File: config.mk
export PLATFORM = sky130hd
export DESIGN_NAME = pcie_rx_tlp_parser_flat
export DESIGN_NICKNAME = d
export VERILOG_FILES = /design/src/rtl/pcie_rx_tlp_parser_if.sv /design/src/rtl/pcie_rx_tlp_parser.sv /design/src/flat_wrapper.sv
export SDC_FILE = /design/constraint.sdc
export NUM_CORES = 1
export LEC_CHECK = 0
export ABC_CLOCK_PERIOD_IN_PS = 3300
export CAP_MARGIN = 30
export CELL_PAD_IN_SITES_DETAIL_PLACEMENT = 0
export CELL_PAD_IN_SITES_GLOBAL_PLACEMENT = 2
export CORE_UTILIZATION = 32
export DETAILED_ROUTE_END_ITERATION = 10
export GPL_TIMING_DRIVEN = 0
export PLACE_DENSITY_LB_ADDON = 0.1
export SLEW_MARGIN = 25
export SYNTH_ARGS = -nofsm -noshare
export SYNTH_HDL_FRONTEND = slang
export SYNTH_SLANG_ARGS = --single-unit
File: constraint.sdc
create_clock -name clock -period 3.3 [get_ports clock]
set_input_delay 0.33 -clock clock [delete_from_list [all_inputs] [get_ports clock]]
set_output_delay 0.33 -clock clock [all_outputs]
set_load 0.1 [all_outputs]
File: src/rtl/pcie_rx_tlp_parser_if.sv
// Receive stream from the PCIe core into the TLP parser.
// 64-bit beats, DW0 in [31:0] and DW1 in [63:32]; no back-pressure.
interface pcie_rx_tlp_parser_if;
  logic        tvalid;
  logic        tlast;
  logic [63:0] tdata;

  modport master (output tvalid, tlast, tdata);
  modport slave  (input  tvalid, tlast, tdata);
endinterface

File: src/rtl/pcie_rx_tlp_parser.sv
// PCIe receive TLP parser: decodes MWr32/64, MRd32/64 (1-2 DW) and CplD from
// the core's 64-bit stream, emitting byte-reversed qword payload with a write
// address or completion slot, plus read-request info for the completer.
// Optional feature macro: PCIE_RX_ERR_COUNT_EN (saturating unsupported-TLP count).
module pcie_rx_tlp_parser #(
  parameter int ADDR_WIDTH = 13,
  parameter int IDX_WIDTH  = 6
) (
  input  logic                   clock,
  input  logic                   reset,
  pcie_rx_tlp_parser_if.slave    rx,
  output logic                   write_valid,
  output logic                   write_half,
  output logic                   completion_valid,
  output logic [IDX_WIDTH-1:0]   completion_index,
  output logic [7:0]             completion_tag,
  output logic [63:0]            data,
  output logic [ADDR_WIDTH-1:0]  address,
  output logic                   read_valid,
  output logic                   read_len2,
  output logic [31:0]            rr_rc_dw2,
  output logic                   unsupported,
  output logic [15:0]            err_count
);

  typedef enum logic [1:0] {HDR01, HDR23, PAYLOAD} state_e;
  typedef enum logic [2:0] {K_MWR32, K_MWR64, K_MRD32, K_MRD64, K_CPLD, K_OTHER} kind_e;

  function automatic logic [31:0] bswap(input logic [31:0] d);
    return {d[7:0], d[15:8], d[23:16], d[31:24]};
  endfunction

  function automatic kind_e decode(input logic [6:0] fmt_type);
    case (fmt_type)
      7'h40:   return K_MWR32;
      7'h60:   return K_MWR64;
      7'h00:   return K_MRD32;
      7'h20:   return K_MRD64;
      7'h4A:   return K_CPLD;
      default: return K_OTHER;
    endcase
  endfunction

  state_e                 state_q, state_d;
  logic                   in_valid_q, in_valid_d, in_last_q, in_last_d;
  logic [63:0]            in_data_q, in_data_d;
  kind_e                  kind_q, kind_d;
  logic [9:0]             len_q, len_d;
  logic                   unsup_q, unsup_d;
  logic [15:0]            req_id_q, req_id_d;
  logic [7:0]             tag_q, tag_d, ctag_q, ctag_d;
  logic [IDX_WIDTH-1:0]   bc_idx_q, bc_idx_d, cidx_q, cidx_d;
  logic [31:0]            hold_q, hold_d, flush_dw_q, flush_dw_d;
  logic [ADDR_WIDTH-1:0]  waddr_q, waddr_d;
  logic                   flush_q, flush_d, flush_cpl_q, flush_cpl_d;
  logic                   write_valid_q, write_valid_d, write_half_q, write_half_d;
  logic                   completion_valid_q, completion_valid_d;
  logic [IDX_WIDTH-1:0]   completion_index_q, completion_index_d;
  logic [7:0]             completion_tag_q, completion_tag_d;
  logic [63:0]            data_q, data_d;
  logic [ADDR_WIDTH-1:0]  address_q, address_d;
  logic                   read_valid_q, read_valid_d, read_len2_q, read_len2_d;
  logic [31:0]            rr_rc_dw2_q, rr_rc_dw2_d;
  logic                   unsupported_q, unsupported_d;

  logic                   emit_en, emit_cpl, emit_half;
  logic [63:0]            emit_data;
  logic [ADDR_WIDTH-1:0]  wbase;
  logic [IDX_WIDTH-1:0]   cbase;
  logic [7:0]             tbase;

  // State register
  always_ff @(posedge clock) begin
    // NOTE: sequential state uses non-blocking assignments so every flop samples pre-edge values.
    if (reset) state_q <= HDR01;
    else       state_q <= state_d;
  end

  // Next state: walk header beats, any tlast returns to HDR01; idle cycles hold
  always_comb begin
    state_d = state_q;
    if (in_valid_q) begin
      if (in_last_q) state_d = HDR01;
      else begin
        unique case (state_q)
          HDR01:   state_d = HDR23;
          HDR23:   state_d = PAYLOAD;
          default: state_d = PAYLOAD;
        endcase
      end
    end
  end

  // Output/datapath decode of the registered beat
  always_comb begin
    // NOTE: every variable gets a default before any branch, so no latches are inferred.
    in_valid_d = rx.tvalid;
    in_last_d  = rx.tlast;
    in_data_d  = rx.tdata;
    kind_d = kind_q;  len_d = len_q;  unsup_d = unsup_q;
    req_id_d = req_id_q;  tag_d = tag_q;  bc_idx_d = bc_idx_q;
    hold_d = hold_q;  waddr_d = waddr_q;  cidx_d = cidx_q;  ctag_d = ctag_q;
    flush_d = 1'b0;  flush_cpl_d = flush_cpl_q;  flush_dw_d = flush_dw_q;
    write_valid_d = 1'b0;  write_half_d = 1'b0;  completion_valid_d = 1'b0;
    completion_index_d = completion_index_q;  completion_tag_d = completion_tag_q;
    data_d = data_q;  address_d = address_q;
    read_valid_d = 1'b0;  read_len2_d = read_len2_q;  rr_rc_dw2_d = rr_rc_dw2_q;
    unsupported_d = 1'b0;
    emit_en = 1'b0;  emit_cpl = 1'b0;  emit_half = 1'b0;  emit_data = '0;
    wbase = waddr_q;  cbase = cidx_q;  tbase = ctag_q;

    // Odd 3DW tail left over from the previous TLP's last beat; the beat in
    // flight this cycle can only be a header, which emits nothing.
    if (flush_q) begin
      emit_en   = 1'b1;
      emit_cpl  = flush_cpl_q;
      emit_half = 1'b1;
      emit_data = {32'h0, bswap(flush_dw_q)};
    end

    if (in_valid_q) begin
      unique case (state_q)
        HDR01: begin
          kind_d   = decode(in_data_q[30:24]);
          len_d    = in_data_q[9:0];
          unsup_d  = (kind_d == K_OTHER) ||
                     (((kind_d == K_MRD32) || (kind_d == K_MRD64)) &&
                      (in_data_q[9:0] != 10'd1) && (in_data_q[9:0] != 10'd2));
          req_id_d = in_data_q[63:48];
          tag_d    = in_data_q[47:40];
          bc_idx_d = in_data_q[IDX_WIDTH+34:35];
          if (in_last_q && unsup_d) unsupported_d = 1'b1;
        end
        HDR23: begin
          unique case (kind_q)
            K_MWR32, K_CPLD: begin
              if (kind_q == K_MWR32) begin
                wbase   = in_data_q[ADDR_WIDTH+2:3];
                waddr_d = wbase;
              end else begin
                cbase  = {IDX_WIDTH{1'b0}} - bc_idx_q;
                cidx_d = cbase;
                tbase  = in_data_q[15:8];
                ctag_d = tbase;
              end
              // DW3 is the first payload DW: alone if the TLP ends here, else carried.
              if (in_last_q) begin
                emit_en   = 1'b1;
                emit_cpl  = (kind_q == K_CPLD);
                emit_half = 1'b1;
                emit_data = {32'h0, bswap(in_data_q[63:32])};
              end else begin
                hold_d = in_data_q[63:32];
              end
            end
            K_MWR64: begin
              wbase   = in_data_q[ADDR_WIDTH+34:35];
              waddr_d = wbase;
            end
            K_MRD32, K_MRD64: begin
              if (!unsup_q) begin
                read_valid_d = 1'b1;
                read_len2_d  = (len_q == 10'd2);
                rr_rc_dw2_d  = {req_id_q, tag_q, 1'b0,
                                (kind_q == K_MRD32) ? in_data_q[6:3] : in_data_q[38:35],
                                3'b000};
              end
            end
            default: ;
          endcase
          if (in_last_q && unsup_q) unsupported_d = 1'b1;
        end
        default: begin
          unique case (kind_q)
            K_MWR32, K_CPLD: begin
              emit_en   = 1'b1;
              emit_cpl  = (kind_q == K_CPLD);
              emit_data = {bswap(in_data_q[31:0]), bswap(hold_q)};
              if (in_last_q && len_q[0]) begin
                flush_d     = 1'b1;
                flush_cpl_d = (kind_q == K_CPLD);
                flush_dw_d  = in_data_q[63:32];
              end else begin
                hold_d = in_data_q[63:32];
              end
            end
            K_MWR64: begin
              emit_en = 1'b1;
              if (in_last_q && len_q[0]) begin
                emit_half = 1'b1;
                emit_data = {32'h0, bswap(in_data_q[31:0])};
              end else begin
                emit_data = {bswap(in_data_q[63:32]), bswap(in_data_q[31:0])};
              end
            end
            default: ;
          endcase
          if (in_last_q && unsup_q) unsupported_d = 1'b1;
        end
      endcase
    end

    if (emit_en) begin
      data_d = emit_data;
      if (emit_cpl) begin
        completion_valid_d = 1'b1;
        completion_index_d = cbase;
        completion_tag_d   = tbase;
        cidx_d             = cbase + IDX_WIDTH'(1);
      end else begin
        write_valid_d = 1'b1;
        write_half_d  = emit_half;
        address_d     = wbase;
        waddr_d       = wbase + ADDR_WIDTH'(1);
      end
    end
  end

  // Input beat, per-TLP context and registered outputs
  always_ff @(posedge clock) begin
    if (reset) begin
      in_valid_q <= 1'b0;  in_last_q <= 1'b0;  in_data_q <= '0;
      kind_q <= K_OTHER;  len_q <= '0;  unsup_q <= 1'b0;
      req_id_q <= '0;  tag_q <= '0;  bc_idx_q <= '0;
      hold_q <= '0;  waddr_q <= '0;  cidx_q <= '0;  ctag_q <= '0;
      flush_q <= 1'b0;  flush_cpl_q <= 1'b0;  flush_dw_q <= '0;
      write_valid_q <= 1'b0;  write_half_q <= 1'b0;  completion_valid_q <= 1'b0;
      completion_index_q <= '0;  completion_tag_q <= '0;
      data_q <= '0;  address_q <= '0;
      read_valid_q <= 1'b0;  read_len2_q <= 1'b0;  rr_rc_dw2_q <= '0;
      unsupported_q <= 1'b0;
    end else begin
      in_valid_q <= in_valid_d;  in_last_q <= in_last_d;  in_data_q <= in_data_d;
      kind_q <= kind_d;  len_q <= len_d;  unsup_q <= unsup_d;
      req_id_q <= req_id_d;  tag_q <= tag_d;  bc_idx_q <= bc_idx_d;
      hold_q <= hold_d;  waddr_q <= waddr_d;  cidx_q <= cidx_d;  ctag_q <= ctag_d;
      flush_q <= flush_d;  flush_cpl_q <= flush_cpl_d;  flush_dw_q <= flush_dw_d;
      write_valid_q <= write_valid_d;  write_half_q <= write_half_d;
      completion_valid_q <= completion_valid_d;
      completion_index_q <= completion_index_d;  completion_tag_q <= completion_tag_d;
      data_q <= data_d;  address_q <= address_d;
      read_valid_q <= read_valid_d;  read_len2_q <= read_len2_d;  rr_rc_dw2_q <= rr_rc_dw2_d;
      unsupported_q <= unsupported_d;
    end
  end

  assign write_valid      = write_valid_q;
  assign write_half       = write_half_q;
  assign completion_valid = completion_valid_q;
  assign completion_index = completion_index_q;
  assign completion_tag   = completion_tag_q;
  assign data             = data_q;
  assign address          = address_q;
  assign read_valid       = read_valid_q;
  assign read_len2        = read_len2_q;
  assign rr_rc_dw2        = rr_rc_dw2_q;
  assign unsupported      = unsupported_q;

`ifdef PCIE_RX_ERR_COUNT_EN
  logic [15:0] err_count_q, err_count_d;

  // Saturating count of unsupported TLPs, aligned with the unsupported pulse
  always_comb begin
    err_count_d = err_count_q;
    if (unsupported_d && (err_count_q != 16'hFFFF)) err_count_d = err_count_q + 16'd1;
  end

  // Error counter register
  always_ff @(posedge clock) begin
    if (reset) err_count_q <= '0;
    else       err_count_q <= err_count_d;
  end

  assign err_count = err_count_q;
`else
  assign err_count = 16'd0;
`endif

endmodule

File: src/flat_wrapper.sv
// flat-port wrapper written by rule: the top's interface ports become plain ports
module pcie_rx_tlp_parser_flat 
#(
  parameter int ADDR_WIDTH = 13,
  parameter int IDX_WIDTH  = 6
)
  (clock, reset, write_valid, write_half, completion_valid, completion_index, completion_tag, data, address, read_valid, read_len2, rr_rc_dw2, unsupported, err_count, rx_tvalid, rx_tlast, rx_tdata);
  pcie_rx_tlp_parser_if rx_i ();
  input  logic clock;
  input  logic reset;
  output logic write_valid;
  output logic write_half;
  output logic completion_valid;
  output logic [IDX_WIDTH-1:0] completion_index;
  output logic [7:0] completion_tag;
  output logic [63:0] data;
  output logic [ADDR_WIDTH-1:0] address;
  output logic read_valid;
  output logic read_len2;
  output logic [31:0] rr_rc_dw2;
  output logic unsupported;
  output logic [15:0] err_count;
  input wire logic [$bits(rx_i.tvalid)-1:0] rx_tvalid;
  input wire logic [$bits(rx_i.tlast)-1:0] rx_tlast;
  input wire logic [$bits(rx_i.tdata)-1:0] rx_tdata;
  assign rx_i.tvalid = rx_tvalid;
  assign rx_i.tlast = rx_tlast;
  assign rx_i.tdata = rx_tdata;
  pcie_rx_tlp_parser #(.ADDR_WIDTH(ADDR_WIDTH), .IDX_WIDTH(IDX_WIDTH)) u_core (.clock(clock), .reset(reset), .rx(rx_i), .write_valid(write_valid), .write_half(write_half), .completion_valid(completion_valid), .completion_index(completion_index), .completion_tag(completion_tag), .data(data), .address(address), .read_valid(read_valid), .read_len2(read_len2), .rr_rc_dw2(rr_rc_dw2), .unsupported(unsupported), .err_count(err_count));
endmodule
# --- Yosys cells after proc, flatten, opt, wreduce, memory -nomap -nowiden ---
# Index checks and enable logic that the tools add are counted.
totals:
  ff_bits: 330
  latch_bits: 0
  mem_bits_rw: 0
  romBits: 0
  in_bits: 68
  out_inout_bits: 145
  memories: 0
op_classes:
  add_sub_neg: 3
  mul: 0
  div: 0
  magnitude_cmp: 0
  eq_ne: 17
  shifts: 0
  muxes: 57
  bitwise: 9
  reduce_logical: 25
op_table:
  columns: ["cell", "n"]
  rows:
  - ["64-bit case mux with 2 select lines", 2]
  - ["32-bit two-way mux", 6]
  - ["64-bit two-way mux", 3]
  - ["13-bit two-way mux", 5]
  - ["32-bit case mux with 2 select lines", 1]
  - ["6-bit two-way mux", 6]
  - ["8-bit two-way mux", 4]
  - ["13-bit case mux with 2 select lines", 1]
  - ["7-bit equality test, second input constant", 3]
  - ["1-bit two-way mux", 20]
  - ["3-bit case mux with 5 select lines", 1]
  - ["13-bit by 1-bit adder with 13-bit output, second input constant", 1]
  - ["3-bit by 2-bit equality test with 1-bit output, second input constant", 4]
  - ["10-bit by 2-bit equality test with 1-bit output, second input constant", 1]
  - ["10-bit by 1-bit != test with 1-bit output, second input constant", 1]
  - ["10-bit by 2-bit != test with 1-bit output, second input constant", 1]
  - ["2-bit OR reduction", 5]
  - ["1-bit NOT", 9]
  - ["4-bit AND reduction", 2]
  - ["7-bit by 6-bit equality test with 1-bit output, second input constant", 1]
  - ["7-bit logical NOT", 1]
  - ["6-bit by 1-bit adder with 6-bit output, second input constant", 1]
  - ["3-bit equality test, second input constant", 2]
  - ["3-bit two-way mux", 2]
  - ["16 further kinds", 28]

# --- Depth between registers and ports, before layout ---
logic_depth:
  word_depth: 12
  ltp_mapped: 15
  depth_no_buf: 11

# --- Least setup slack after synthesis ---
# OpenSTA, ideal clock, no wires.
synth_path:
  path_kind: "register -> register"
  from: "register u_core.state_q[0]"
  to: "register u_core.waddr_q[6]"
  setup_ns: 0.128
  t_arrival_ns: 2.524
  t_required_ns: 3.172
  setup_slack_ns: 0.649
  path_stages_with_launch: 16
  period_less_slack_ns: 2.651
  cell_sequence: "dfxtp_1 buf_2 and3b_1 buf_6 nand2_1 clkbuf_1 clkbuf_1 nand2_1 o21ai_0 ha_1 nand2_1 a21oi_1 a31oi_1 nor4_1 xnor2_1 nor2_1"
synth_between:
  elab_chain_cells: 6
  elab_cells_between_ends: 11
  cone_classes: "add/sub (1); eq/ne (1); mux (8); reduce/logical (1)"
synth_lines:
  columns: ["element", "line_no", "text"]
  rows:
  - ["start, declared", "pcie_rx_tlp_parser.sv:44", "state_e state_q, state_d;"]
  - ["start signal, assigned", "pcie_rx_tlp_parser.sv:76", "else state_q <= state_d;"]
  - ["2-bit by 1-bit equality test with 1-bit output", "pcie_rx_tlp_parser.sv:122", "unique case (state_q)"]
  - ["13-bit two-way mux", "pcie_rx_tlp_parser.sv:122", null]
  - ["13-bit two-way mux", "pcie_rx_tlp_parser.sv:121", "if (in_valid_q) begin"]
  - ["via u_core.wbase[0]", "pcie_rx_tlp_parser.sv:68", "logic [ADDR_WIDTH-1:0] wbase;"]
  - ["13-bit by 1-bit adder with 13-bit output", "pcie_rx_tlp_parser.sv:214", "waddr_d = wbase + ADDR_WIDTH'(1);"]
  - ["13-bit two-way mux", "pcie_rx_tlp_parser.sv:205", "if (emit_cpl) begin"]
  - ["13-bit two-way mux", "pcie_rx_tlp_parser.sv:203", "if (emit_en) begin"]
  - ["end signal, assigned", "pcie_rx_tlp_parser.sv:236", "hold_q <= hold_d; waddr_q <= waddr_d; cidx_q <= cidx_d; ctag_q <= ctag_d;"]
  - ["end, declared", "pcie_rx_tlp_parser.sv:54", "logic [ADDR_WIDTH-1:0] waddr_q, waddr_d;"]
# The timed path passes the listed nets, and every way through them passes these cells.
# A chain may end at the register's enable or synchronous reset.

# --- Worst setup path after layout ---
layout_path:
  from: "register u_core.kind_q[0]"
  to: "register u_core.data_q[45] (netlist: u_core.data[45])"
layout_between:
  elab_chain_cells: 5
  elab_cells_between_ends: 12
  cone_classes: "eq/ne (2); mux (7); reduce/logical (3)"
layout_lines:
  columns: ["element", "line_no", "text"]
  rows:
  - ["start, declared", "pcie_rx_tlp_parser.sv:47", "kind_e kind_q, kind_d;"]
  - ["start signal, assigned", "pcie_rx_tlp_parser.sv:234", "kind_q <= kind_d; len_q <= len_d; unsup_q <= unsup_d;"]
  - ["3-bit equality test (tied with other cells)", "pcie_rx_tlp_parser.sv:135, pcie_rx_tlp_parser.sv:174", null]
  - ["2-bit OR reduction / 3-bit OR reduction (equally long branches)", null, null]
  - ["64-bit case mux with 2 select lines (tied with other cells)", "pcie_rx_tlp_parser.sv:174", "unique case (kind_q)"]
  - ["64-bit case mux with 2 select lines / 1-bit case mux with 2 select lines (equally long branches)", "pcie_rx_tlp_parser.sv:122", null]
  - ["64-bit two-way mux / 1-bit two-way mux (equally long branches)", "pcie_rx_tlp_parser.sv:121", null]
  - ["end signal, assigned", "pcie_rx_tlp_parser.sv:241", "data_q <= data_d; address_q <= address_d;"]
  - ["end, declared", "pcie_rx_tlp_parser.sv:60", "logic [63:0] data_q, data_d;"]
# Parallel ways exist; a longest one is shown, timed or not.

==> results.txt <==
* Crit path time final: 3.062 ns
- In this run the standard cell core region covers 39820 µm².
- Global routing used 39.19% of the available met2 tracks.
- STA puts the critical path data required time at 3.77 ns.
- The number of antenna diodes in the final layout is 0.
* Cell area after synthesis: 12960 µm²
- Detailed-route vias per instance: 5.054
- The clock tree synthesis step divided the H-tree into 2 levels.
* Gate count of the mapped netlist: 1532
- Compared with the post-synthesis result, the final layout area differs by 30.82%.
* Routed WL: 49930 µm
- NetSw: 2.238 mW
- Internal cell power: 7.020 mW
* Portion of the post-synthesis area used by sequential elements: 50.84%
- In this run the tightest slew margin relative to its limit is 31.66%.
* I/O pin cnt: 213
- The tightest min-delay check is of the input port to flop type.
- For this run, the total global-route usage over all layers was measured as 24.08%.
- The die covers 41300 µm².
* Count of input and output buffers: 191
* Post-synth top flop: sky130_fd_sc_hd__dfxtp_1
- Critical path endpoint: u_core.data[45]$_SDFFE_PP0N_
- In this run the post-CTS setup repair buffer count came out at 0.
* Number of buffers created by CTS: 40
* Setup TNS Final: 0 ns
- Each instance of the synthesized netlist takes up on average 8.457 µm².
- In the final routed layout, each cell accounts on average for 21.36 µm.
* Flops & latches, synth: 329
* Origin of the worst min-delay path: rx_tdata[33]
- Vias after detailed routing: 11820
* Horiz. Die Dim: 203.2 µm
- Global-route wire length before repair: 74370 µm
- CTS saw 329 sinks.
* Final worst-path cycle share: 92.78%
* Layer carrying the most global-route usage: met2
* Final Slew Violations: 0
- Slew @ Worst Pin: 1.022 ns
* Fin nets: 1855
* Pin count of the biggest net entering global routing: 20
- FF-to-FF End: u_core.data[45]$_SDFFE_PP0N_
- The tool flagged a number of max-cap violations equal to 0.
- For this run, the number of Yosys warnings is 0.
- The via count of the first global-routing pass came to 11400.
* RePlAce Congestion: 0.8860
- Counting distinct cell types in the post-synthesis netlist gives 55.
* Outcome: complete, no violations
* Initial Util: 32.53%
- The die is 203.2 µm tall.
* Crit Path Category: flop to flop
* Number of endpoints failing setup at the final stage: 0
* Async set-reset flop share out of synthesis: 0%
* Iter 0 DRT Violations: 771
- The initial antenna violation count came to 0.
- Rows: 73
- The total overflow left after global routing is 0.
* P_leak: 5.775 nW
- Post-route DRC: 0
* Sw Ratio: 24.17%
- The filler cells instantiated in the layout total 4192.
* Power consumption: 9.257 mW
- Reg clk slew, reported paths: 0.06 ns
* F_max: 0.3266 GHz
- OpenSTA, run right after detailed placement, puts the worst setup slack at -0.05592 ns.
- Startpoint of the worst-slack reg-to-reg timing path: u_core.kind_q[0]$_SDFFE_PP1P_
* Clock Latency Late Sink: 0.54 ns
- ANT nets after route: 0
- The first TritonRoute pass finished after 5 iterations.
* Start point of the critical path: u_core.kind_q[0]$_SDFFE_PP1P_
- Met1 GRT Util: 33.90%
- Type of destination of the critical path: flop
- In this run, synthesis inferred 0 flip-flops with an integrated enable.
- The post-route netlist has 5.792% of its cells at a drive strength greater than 1.
* Sequential Power Share: 44.8%
- R2R setup slack: 0.24 ns
- In this run the power density over the cells is 546.2 nW/µm².
* RSZ-0062 raised after global routing: no
* Number of cells traversed by the worst register-to-register path: 9
- Clock tree from TritonCTS: done
- Critical path data arrival time: 3.53 ns
- Setup slack on the critical path of the routed design comes to 0.2384 ns.
* Largest fanout on the critical path: 10
* Worst Clk Skew: 0.01966 ns
- The count of final hold-check violations was 0.
* Fraction of met3 tracks used by global routing: 2.988%
- VDD sags by at most 319.8 µV.
- Logic gate share of total power: 6.5%
- HPWL after detailed placement: 35980 µm
- The worst setup path is launched from a flop.
* Max Root-Sink Buffers: 3
* Buffer cell driving the clock tree root: sky130_fd_sc_hd__clkbuf_16
- The clock network burns 48.7% of the power.
cells by family (layout without fill, tap and decap cells):
group	after synthesis	after routing	synth area share (%)
buffers and inverters	157	419	5.331
AO/OA/AOI/OAI	384	384	18.37
other	1	20	0.02894
flip-flops	329	329	50.84
adder cells (fa/ha/maj)	3	3	0.2897
AND/OR/NAND/NOR	583	583	19.49
XOR/XNOR	17	17	1.149
multiplexers	58	58	4.510
worst min path at each step:
stage	end	slack [ns]	cells after the start
after global placement	u_core.hold_q[19]$_SDFFE_PP0P_	0.44	2
after CTS	u_core.in_data_q[50]$_SDFF_PP0_	0.32	2
after detailed placement	u_core.hold_q[29]$_SDFFE_PP0P_	0.45	2
after floorplan	u_core.len_q[1]$_SDFFE_PP0P_	0.43	2
after global routing	u_core.in_data_q[50]$_SDFF_PP0_	0.34	2
final	u_core.in_data_q[33]$_SDFF_PP0_	0.34	2
flip-flops by register name (all words and copies together) (netlist names), 5 cells and up:
signal,count
u_core.data,64
u_core.in_data_q,64
u_core.flush_dw_q,32
u_core.hold_q,32
u_core.rr_rc_dw2,28
u_core.req_id_q,16
u_core.address,13
u_core.waddr_q,13
u_core.len_q,10
u_core.completion_tag,8
u_core.ctag_q,8
u_core.tag_q,8
u_core.cidx_q,6
u_core.completion_index,6
u_core.bc_idx_q,5
cell usage in the layout (no fill, tap or decap), drive strengths merged, types with 4 or more instances in the layout:
cell           netlist  final
nand3                7      7
a21oi              209    209
dfxtp              329    329
xor2                 7      7
nor3                15     15
nor2               149    149
a211oi              20     20
or4                  4      4
clkbuf             109    168
nor4                 7      7
bufinv               0      4
buf                 39     40
o32ai               32     32
a22o                13     13
o21ai               17     17
a31oi                6      6
nor2b               67     67
mux2i               55     55
conb                 1     20
inv                  9      9
nand2              310    310
xnor2               10     10
clkdlybuf4s50        0    191
nand4                5      5
or3                  4      4
clkinv               0      7
a311oi               4      4
a22oi               64     64
metrics by stage:
stage	hold slack, ns	cells	utilization (%)	area, µm²
2_1_floorplan	0.4316	1551	-	13030
3_3_place_gp	0.4424	2267	39.16	15600
3_5_place_dp	0.4469	2269	39.20	15610
4_1_cts	0.3208	2339	42.57	16950
5_1_grt	0.3392	2338	42.56	16950
6_report	0.3383	2338	42.56	16950
layer usage:
| layer | vias to the layer above | wire length (µm) |
|---|---|---|
| met1 | 5700 | 23700 |
| met5 | - | 0 |
| met2 | 345 | 23100 |
| li1 | 5714 | - |
| met3 | 58 | 2296 |
| met4 | 0 | 834 |
critical path: stages, from the launching register on:
cell,delay [ns]
sky130_fd_sc_hd__dfxtp_1,0.40
sky130_fd_sc_hd__buf_2,0.26
sky130_fd_sc_hd__nor3b_1,0.44
sky130_fd_sc_hd__buf_2,0.26
sky130_fd_sc_hd__a21boi_1,0.58
sky130_fd_sc_hd__clkbuf_1,0.55
sky130_fd_sc_hd__a22oi_1,0.19
sky130_fd_sc_hd__nor2_1,0.16
sky130_fd_sc_hd__a21oi_1,0.06
sky130_fd_sc_hd__nor2_1,0.11
synth_stat cells (all sizes together) (7+ instances only):
library cell / n / area share [%]
xnor2: 10 / 0.68
o32ai: 32 / 2.2
dfxtp: 329 / 51
a21oi: 209 / 8.1
nor3: 15 / 0.58
a22o: 13 / 0.88
buf: 39 / 1.9
nor4: 7 / 0.34
xor2: 7 / 0.47
clkbuf: 109 / 3.2
nand3: 7 / 0.37
a22oi: 64 / 3.7
o21ai: 17 / 0.66
a211oi: 20 / 1.2
nand2: 310 / 9.0
inv: 9 / 0.26
nor2b: 67 / 3.2
nor2: 149 / 4.4
mux2i: 55 / 4.2
power by group through the flow:
stage          registers, mW  clock network, mW  logic [mW]
6_report                4.15               4.50       0.602
4_1_cts                 4.15               4.60       0.604
5_1_grt                 4.15               4.78       0.645
3_3_place_gp            4.23                  0       0.602
3_5_place_dp            4.23                  0       0.604
2_1_floorplan           4.18                  0       0.366
area by class of cell:
cell class | instances | area [µm²] | area share, %
Clock buffer | 60 | 1187 | 7.006
Buffer | 146 | 650.6 | 3.839
Tap cell | 525 | 656.9 | 3.876
Inverter | 9 | 33.78 | 0.1993
Sequential cell | 329 | 6586 | 38.86
Timing Repair Buffer | 193 | 1928 | 11.38
Multi-Input combinational cell | 1065 | 5751 | 33.93
Clock inverter | 11 | 155.1 | 0.9154
timing repair:
| action | CTS | global route |
|---|---|---|
| resized for setup | 0 | 4 |
| hold buffers | 0 | 0 |
| endpoints found under the setup margin | 1 | 4 |
| endpoints found under the hold margin | 0 | 0 |
No activity file was read; power rests on OpenSTA's default activity.
